## src/rtl/tft_cmd_pkg.sv

```systemverilog
// Shared definitions for the ASCII TFT command parser.
// Holds the command opcode encodings, the ASCII bytes of the protocol,
// the parser state enumeration and the character classification helpers.
package tft_cmd_pkg;

   typedef enum logic [1:0] {
      CMD_CLR     = 2'd0,
      CMD_CLR_IDX = 2'd1,
      CMD_LINE    = 2'd2
   } cmd_op_e;

   localparam logic [7:0] ASC_T     = 8'h54;
   localparam logic [7:0] ASC_F     = 8'h46;
   localparam logic [7:0] ASC_US    = 8'h5F;
   localparam logic [7:0] ASC_C     = 8'h43;
   localparam logic [7:0] ASC_L     = 8'h4C;
   localparam logic [7:0] ASC_COLON = 8'h3A;
   localparam logic [7:0] ASC_COMMA = 8'h2C;
   localparam logic [7:0] ASC_CR    = 8'h0D;
   localparam logic [7:0] ASC_LF    = 8'h0A;
   localparam logic [7:0] ASC_O     = 8'h4F;
   localparam logic [7:0] ASC_K     = 8'h4B;
   localparam logic [7:0] ASC_E     = 8'h45;
   localparam logic [7:0] ASC_R     = 8'h52;

   typedef enum logic [3:0] {
      S_IDLE,
      S_PREFIX,
      S_SEL,
      S_C_SEP,
      S_C_IDX,
      S_C_COMMA,
      S_C_COL,
      S_L_SEP,
      S_L_NUM,
      S_CR,
      S_LF,
      S_ISSUE,
      S_ACK,
      S_ERR_FLUSH
   } state_e;

   function automatic logic is_dec(input logic [7:0] b);
      return (b >= 8'h30) && (b <= 8'h39);
   endfunction

   // Uppercase hex only: 0-9, A-F.
   function automatic logic is_hex(input logic [7:0] b);
      return is_dec(b) || ((b >= 8'h41) && (b <= 8'h46));
   endfunction

   function automatic logic [3:0] hex2nib(input logic [7:0] b);
      return is_dec(b) ? b[3:0] : (b[3:0] + 4'd9);
   endfunction

endpackage

```

## src/rtl/tft_cmd_parser.sv

```systemverilog
// Receive-side responder for the ASCII TFT command protocol.
// Parses TFT_C / TFT_C:H,HHHH / TFT_L:DDDDD lines from the UART receiver,
// presents the decoded command on a valid/ready handshake and answers each
// line with OK\r\n or ER\r\n towards the UART transmitter.
// Ports:
//   sys_clk, sys_nrst          clock, asynchronous active-low reset
//   rx_data, rx_valid          received byte and its one-cycle strobe
//   cmd_valid/cmd_ready        command handshake
//   cmd_op/idx/color/line      registered command fields
//   tx_data, tx_valid/tx_ready acknowledgement byte stream
//   rx_overrun                 sticky flag, set when a byte is dropped
module tft_cmd_parser
   import tft_cmd_pkg::*;
#(
   parameter int unsigned LINE_W  = 17,
   parameter bit          RESP_EN = 1'b1
) (
   input  logic              sys_clk,
   input  logic              sys_nrst,
   input  logic [7:0]        rx_data,
   input  logic              rx_valid,
   output logic              cmd_valid,
   input  logic              cmd_ready,
   output logic [1:0]        cmd_op,
   output logic [3:0]        cmd_idx,
   output logic [15:0]       cmd_color,
   output logic [LINE_W-1:0] cmd_line,
   output logic [7:0]        tx_data,
   output logic              tx_valid,
   input  logic              tx_ready,
   output logic              rx_overrun
);

   state_e              state, state_n;
   logic [2:0]          cnt, cnt_n;
   logic                err, err_n;
   cmd_op_e             op_q, op_n;
   logic [3:0]          idx_q, idx_n;
   logic [15:0]         col_q, col_n;
   logic [LINE_W-1:0]   line_q, line_n;
   logic [1:0]          cmd_op_n;
   logic [3:0]          cmd_idx_n;
   logic [15:0]         cmd_color_n;
   logic [LINE_W-1:0]   cmd_line_n;
   logic                ovr_n;
   logic                bad;
   logic [7:0]          pre_ch;
   logic [3:0]          nib;

   always_ff @(posedge sys_clk or negedge sys_nrst) begin
      if (!sys_nrst) begin
         state      <= S_IDLE;
         cnt        <= '0;
         err        <= 1'b0;
         op_q       <= CMD_CLR;
         idx_q      <= '0;
         col_q      <= '0;
         line_q     <= '0;
         cmd_op     <= '0;
         cmd_idx    <= '0;
         cmd_color  <= '0;
         cmd_line   <= '0;
         rx_overrun <= 1'b0;
      end else begin
         state      <= state_n;
         cnt        <= cnt_n;
         err        <= err_n;
         op_q       <= op_n;
         idx_q      <= idx_n;
         col_q      <= col_n;
         line_q     <= line_n;
         cmd_op     <= cmd_op_n;
         cmd_idx    <= cmd_idx_n;
         cmd_color  <= cmd_color_n;
         cmd_line   <= cmd_line_n;
         rx_overrun <= ovr_n;
      end
   end

   always_comb begin
      state_n     = state;
      cnt_n       = cnt;
      err_n       = err;
      op_n        = op_q;
      idx_n       = idx_q;
      col_n       = col_q;
      line_n      = line_q;
      cmd_op_n    = cmd_op;
      cmd_idx_n   = cmd_idx;
      cmd_color_n = cmd_color;
      cmd_line_n  = cmd_line;
      ovr_n       = rx_overrun;
      bad         = 1'b0;
      nib         = hex2nib(rx_data);
      pre_ch      = (cnt == 3'd0) ? ASC_F : ((cnt == 3'd1) ? ASC_T : ASC_US);

      case (state)
         S_IDLE: if (rx_valid) begin
            if (rx_data == ASC_T) begin
               state_n = S_PREFIX;
               cnt_n   = '0;
               op_n    = CMD_CLR;
               idx_n   = '0;
               col_n   = '0;
               line_n  = '0;
            end else bad = 1'b1;
         end
         S_PREFIX: if (rx_valid) begin
            if (rx_data == pre_ch) begin
               cnt_n = cnt + 3'd1;
               if (cnt == 3'd2) state_n = S_SEL;
            end else bad = 1'b1;
         end
         S_SEL: if (rx_valid) begin
            if (rx_data == ASC_C) begin
               state_n = S_C_SEP;
               op_n    = CMD_CLR;
            end else if (rx_data == ASC_L) begin
               state_n = S_L_SEP;
               op_n    = CMD_LINE;
            end else bad = 1'b1;
         end
         S_C_SEP: if (rx_valid) begin
            if (rx_data == ASC_CR) state_n = S_LF;
            else if (rx_data == ASC_COLON) begin
               state_n = S_C_IDX;
               op_n    = CMD_CLR_IDX;
            end else bad = 1'b1;
         end
         S_C_IDX: if (rx_valid) begin
            if (is_hex(rx_data)) begin
               idx_n   = nib;
               state_n = S_C_COMMA;
            end else bad = 1'b1;
         end
         S_C_COMMA: if (rx_valid) begin
            if (rx_data == ASC_COMMA) begin
               state_n = S_C_COL;
               cnt_n   = '0;
            end else bad = 1'b1;
         end
         S_C_COL: if (rx_valid) begin
            if (is_hex(rx_data)) begin
               col_n = {col_q[11:0], nib};
               cnt_n = cnt + 3'd1;
               if (cnt == 3'd3) state_n = S_CR;
            end else bad = 1'b1;
         end
         S_L_SEP: if (rx_valid) begin
            if (rx_data == ASC_COLON) begin
               state_n = S_L_NUM;
               cnt_n   = '0;
            end else bad = 1'b1;
         end
         S_L_NUM: if (rx_valid) begin
            if (is_dec(rx_data)) begin
               // acc*10 as (acc<<3)+(acc<<1)
               line_n = (line_q << 3) + (line_q << 1) + LINE_W'(rx_data[3:0]);
               cnt_n  = cnt + 3'd1;
               if (cnt == 3'd4) state_n = S_CR;
            end else bad = 1'b1;
         end
         S_CR: if (rx_valid) begin
            if (rx_data == ASC_CR) state_n = S_LF;
            else bad = 1'b1;
         end
         S_LF: if (rx_valid) begin
            if (rx_data == ASC_LF) begin
               state_n     = S_ISSUE;
               cmd_op_n    = op_q;
               cmd_idx_n   = idx_q;
               cmd_color_n = col_q;
               cmd_line_n  = line_q;
            end else bad = 1'b1;
         end
         S_ISSUE: begin
            if (rx_valid) ovr_n = 1'b1;
            if (cmd_ready) begin
               err_n   = 1'b0;
               cnt_n   = '0;
               state_n = RESP_EN ? S_ACK : S_IDLE;
            end
         end
         S_ACK: begin
            if (rx_valid) ovr_n = 1'b1;
            if (tx_ready) begin
               cnt_n = cnt + 3'd1;
               if (cnt == 3'd3) begin
                  cnt_n   = '0;
                  state_n = S_IDLE;
               end
            end
         end
         S_ERR_FLUSH: if (rx_valid && (rx_data == ASC_LF)) begin
            err_n   = 1'b1;
            cnt_n   = '0;
            state_n = RESP_EN ? S_ACK : S_IDLE;
         end
         default: state_n = S_IDLE;
      endcase

      // A stray LF already terminates the line, so it is answered directly.
      if (bad) begin
         if (rx_data == ASC_LF) begin
            err_n   = 1'b1;
            cnt_n   = '0;
            state_n = RESP_EN ? S_ACK : S_IDLE;
         end else begin
            state_n = S_ERR_FLUSH;
         end
      end
   end

   assign cmd_valid = (state == S_ISSUE);
   assign tx_valid  = (state == S_ACK);

   always_comb begin
      tx_data = '0;
      if (state == S_ACK) begin
         case (cnt[1:0])
            2'd0:    tx_data = err ? ASC_E : ASC_O;
            2'd1:    tx_data = err ? ASC_R : ASC_K;
            2'd2:    tx_data = ASC_CR;
            default: tx_data = ASC_LF;
         endcase
      end
   end

endmodule

```

## config.mk

```make
export PLATFORM = sky130hd
export DESIGN_NAME = tft_cmd_parser
export DESIGN_NICKNAME = d
export VERILOG_FILES = /design/src/rtl/tft_cmd_pkg.sv /design/src/rtl/tft_cmd_parser.sv
export SDC_FILE = /design/constraint.sdc
export NUM_CORES = 1
export LEC_CHECK = 0
export ABC_AREA = 1
export CAP_MARGIN = 20
export CELL_PAD_IN_SITES_DETAIL_PLACEMENT = 1
export CELL_PAD_IN_SITES_GLOBAL_PLACEMENT = 1
export CORE_AREA = 2 2 160 123
export CTS_CLUSTER_DIAMETER = 100
export CTS_CLUSTER_SIZE = 8
export DETAILED_ROUTE_END_ITERATION = 8
export DIE_AREA = 0 0 162 125
export MAX_ROUTING_LAYER = met4
export PLACE_DENSITY_LB_ADDON = 0.25
export REMOVE_ABC_BUFFERS = 1
export SLEW_MARGIN = 20
export SYNTH_ARGS = -nofsm -noshare
export SYNTH_HDL_FRONTEND = slang
export SYNTH_SLANG_ARGS = --single-unit
export TNS_END_PERCENT = 1
```

## constraint.sdc

```tcl
create_clock -name sys_clk -period 2.6 [get_ports sys_clk]
set_input_delay 0.39 -clock sys_clk [delete_from_list [all_inputs] [get_ports sys_clk]]
set_output_delay 0.39 -clock sys_clk [all_outputs]
set_load 0.1 [all_outputs]
```

; Word-level counts from Yosys, hierarchy flattened
; Cells that the tools add are included.
[totals]
register_bits = 87
input_bits = 13
output_inout_bits = 50
elab_cells = 220
[classes]
addsub = 4
order_cmp = 4
n_eq_ne = 69
muxes = 111
n_reduce_logical = 20
[ops]
columns = op, count
row1 = two-way mux 4 bit, 39
row2 = "!= test 3 bit, second input constant", 25
row3 = two-way mux 17 bit, 4
row4 = two-way mux 16 bit, 4
row5 = one-hot mux 4 bit (14 select lines), 1
row6 = two-way mux 3 bit, 18
row7 = one-hot mux 17 bit (2 select lines), 1
row8 = one-hot mux 16 bit (2 select lines), 1
row9 = AND reduction 29 bit, 1
row10 = one-hot mux 3 bit (9 select lines), 1
row11 = two-way mux 1 bit, 26
row12 = "== test 4 bit, second input constant", 6
row13 = "== test 8 x 7 -> 1 bit, second input constant", 3
row14 = "!= test 2 bit, second input constant", 12
row15 = one-hot mux 7 bit (3 select lines), 1
row16 = adder 17 bit, 1
row17 = adder 17 x 4 -> 17 bit, 1
row18 = "== test 4 x 3 -> 1 bit, second input constant", 4
row19 = "== test 8 x 4 -> 1 bit, second input constant", 2
row20 = "== test 8 x 6 -> 1 bit, second input constant", 2
row21 = two-way mux 2 bit, 8
row22 = AND reduction 5 bit, 3
row23 = two-way mux 5 bit, 2
row24 = one-hot mux 1 bit (10 select lines), 1
row25 = other kinds (31), 41

; Logic depth before layout (Yosys ltp)
[depth]
word_depth = 9
depth_mapped = 16
mapped_depth_nobuf = 16

; Least setup slack after synthesis
; No wires, ideal clock.
[synth_path]
path_kind = reg-to-output
from = reg state[0]
to = out tx_data[4]
arrival_time_ns = 3.511
required_time_ns = 2.210
slack_ns = -1.301
path_stages_with_launch = 7
n_path_buf = 1
cell_sequence = dfrtp_1 > buf_6 > inv_1 > nand2_4 > nor2_4 > inv_1 > nor3_1
[synth_between]
elab_chain_len = 2
[synth_lines]
columns = element, line
row1 = from (decl), tft_cmd_parser.sv:34  ; state_e state, state_n;
row2 = from (signal assigned), tft_cmd_parser.sv:65  ; state <= state_n;
row3 = == test 4 bit, -
row4 = named net tx_valid, tft_cmd_parser.sv:29  ; output logic tx_valid,
row5 = two-way mux 8 bit, tft_cmd_parser.sv:219  ; if (state == S_ACK) begin
row6 = to (decl), tft_cmd_parser.sv:28  ; output logic [7:0] tx_data,
; The timed path passes the listed nets, and every way through them passes these cells.

; Worst setup path after layout
[layout_path]
from = reg state[0]
to = out tx_data[3]
[layout_between]
elab_chain_len = 2
[layout_lines]
columns = element, line
row1 = == test 4 bit, tft_cmd_parser.sv:219
row2 = two-way mux 8 bit, tft_cmd_parser.sv:219
; No other way between the ends.

==> flow_summary.yaml <==
clocking:
  cts_tree: "done"
  clk_pin_slew_ps: 70
  cts.sinks: 87
  clk_latency_ps: 350
  cts-hold-fix-buffers: 0
  clockBufferDepth: 2
  cts_root_buf: "clkbuf_16"
  cts_made_buffers: 9
  ctsHtreeMaxLevel: 3
power:
  power.density_nw_per_um2: 893
  leakage_nw: 3.34
  vdd_ir_drop_max_mv: 0.513
run_status:
  status: "complete, no violations"
sta:
  hold_viol: 0
  setup_viol: 0
  fmax_mhz: 404
  rsz0062_at_grt: "false"
  final-max-slew-violation-count: 0
  slew_headroom_pct: 65.2
  worst_hold_slack_ps: 13.6
  tightest_slew_ps: 523
  period_needed_ps: 2470
  finClkSkew_ps: 5.48
  min_period_over_period_pct: 95.1
global_route:
  grt_pass1_vias: 5062
  grt_max_degree: 51
  grt_overflow: 0
  grt_usage_pct: 17.0
  grt_first_pass_wirelength_um: 26600
  antenna_found_initial: 0
floorplanning:
  die_x_um: 162
  io_pins: 63
  fp.dieH_um: 125
  die_area_sq_um: 20300
  start_util_pct: 29.2
  rows: 44
  core-area_sq_um: 18800
setup_path:
  crit_path_end_kind: "primary output"
  cp_max_fo: 10
  cp-start-kind: "flop"
  worstPathCellList: "inv_1, nand2_4, nor2_4, inv_1, a21oi_1, buf_12"
  arrival_ps: 2080
  r2r_cells: 9
  crit_slowest_cell: "dfrtp_1"
  critPathKind: "reg2out"
  slowest_delay_ps: 520
  required_ps: 2210
  crit_top_cell: "inv_1"
cells_and_area:
  syn_to_final_growth_pct: 25.8
  n_antenna_cell: 0
  fillers: 2290
  finalNetCount: 837
  multi_input_area_sq_um: 2800
  seqCellArea_sq_um: 2180
  drive_gt1_share_pct: 21.0
  design_area_sq_um: 6910
route:
  antenna_left: 0
  first_iter_violations: 240
  drc: 0
  avgRoutedWirePerCell_um: 15.3
  vias: 4889
  routed_wl_um: 16000
  viasPerCell: 4.69
  first_pass_iters: 4
synth:
  syn_area_sq_um: 5490
  synth_largest_area_cell: "dfrtp_1"
  synth_ff_type: "dfrtp_1"
  synth_area_leaders: "dfrtp_1 (40%), nand2_1 (9.7%), ha_1 (8.7%)"
  synth_top_area_share_pct: 39.6
  netlist-cell-type-count: 44
  synthArstFlopShare_pct: 100
  synth_cells: 696
  synth_edf_count: 0
  ys_ff_latch: 87
  seq_area_frac_synth_pct: 39.6
  post-synth-top-count-cell: "nand2_1"
  yosys_warnings: 0
  synthTopCellsByCount: "nand2_1 (142), inv_1 (95), dfrtp_1 (87)"
  syn_avg_cell_area_sq_um: 7.89
placement:
  io_buffer_count: 60
  globalplace.congestion: 0.888
  placed_cell_area_sq_um: 6590
  hpwlAfterDp_um: 12500
hold_path:
  hold_class: "in2async"
run:
  cap_violations: 0
==> final timing paths <==
check,startpoint,to,slack (ps)
worst max-delay path,state[0]$_DFFE_PN0P_,tx_data[3],130
worst min-delay path,sys_nrst,cmd_line[10]$_DFFE_PN0P_,10
worst max register to register,line_q[0]$_DFFE_PN0P_,line_q[11]$_DFFE_PN0P_,240
worst min register to register,rx_overrun$_DFFE_PN0P_,rx_overrun$_DFFE_PN0P_,490
max in group asynchronous,sys_nrst,cmd_op[1]$_DFFE_PN0P_,1920
min in group sys_clk,rx_overrun$_DFFE_PN0P_,rx_overrun$_DFFE_PN0P_,490
==> sequential cells by signal, indices dropped and copies added (netlist names) <==
name,cells
state,4
cmd_op,2
line_q,17
cnt,3
cmd_line,17
col_q,16
cmd_color,16
idx_q,4
cmd_idx,4
rx_overrun,1
err,1
op_q,2
==> cells by family (layout without fill, tap and decap cells) <==
group,Yosys count,after routing,share of synthesized area [%]
XOR/XNOR,11,11,1.75
multiplexers,3,3,0.615
adder cells (fa/ha/maj),40,40,9.39
buffers and inverters,127,219,9.80
other,1,2,0.0683
flip-flops,87,87,39.6
AND/OR/NAND/NOR,289,289,23.7
AO/OA/AOI/OAI,138,138,15.0
==> power breakdown <==
| group | internal (W) | total [W] | switching, W |
|---|---|---|---|
| Clock | 0.000677 | 0.00131 | 0.000636 |
| Combinational | 0.00108 | 0.00309 | 0.00201 |
| Sequential | 0.00156 | 0.00176 | 0.000205 |
| Total | 0.00331 | 0.00617 | 0.00286 |
==> area by class of cell <==
class                   instances  area share, %
multi-input cells             483           40.5
flip-flops and latches         87           31.5
repair buffers                 96           13.2
inverters                     107           5.82
well taps                     253           4.58
clock buffers                   9           3.26
clock inverters                 7           1.05
==> routing by layer <==
layer  global-route usage (%)  wire length (um)  vias up  part of all wire, %
met1                     24.4              8150     2350                   51
met2                     24.7              6970       88                   44
li1                         -                 -     2438                    -
met4                     4.01               180        0                  1.1
met5                        -                 0        -                    0
met3                     3.05               648       13                  4.1
==> cells in the final DEF (no fill, tap or decap), types with 3 or more instances in the layout <==
cell type	n
a21oi_1	22
a31oi_1	3
buf_12	13
buf_4	72
clkbuf_16	9
clkdlybuf4s50_1	10
dfrtp_1	87
ha_1	38
inv_1	95
inv_2	12
mux2_2	3
nand2_1	142
nand2_2	9
nand3_1	44
nand3_2	6
nand4_1	4
nor2_1	58
nor2_2	7
nor2_4	4
nor3_1	6
o21ai_0	63
o21ai_1	5
o21ai_2	16
o21bai_1	3
o22ai_1	13
xnor2_1	3
xor2_1	8
==> worst max-delay path: cells and delay by family (launching register included) <==
kind	cells	cell delay, ps
AND/OR/NAND/NOR	2	390
flip-flops	1	520
AO/OA/AOI/OAI	1	250
buffers and inverters	3	560
==> repair_timing <==
action / in CTS / in global routing
buffers inserted: 0 / 0
endpoints found under the setup margin: 1 / 9
pin swaps: 0 / 0
resized for setup: 1 / 5
==> metrics by stage <==
step	total power (W)	util [%]	worst slack, ps	instances	setup TNS [ps]
after global placement	0.00478	35.0	-291	1026	-2460
final	0.00617	36.7	127	1042	0
after floorplan	0.00378	-	-1330	677	-14750
after CTS	0.00623	36.6	32.7	1042	0
after global routing	0.00669	36.7	3.35	1042	0
after detailed placement	0.00487	35.0	-375	1026	-5210
No activity file was read; power rests on OpenSTA's default activity.
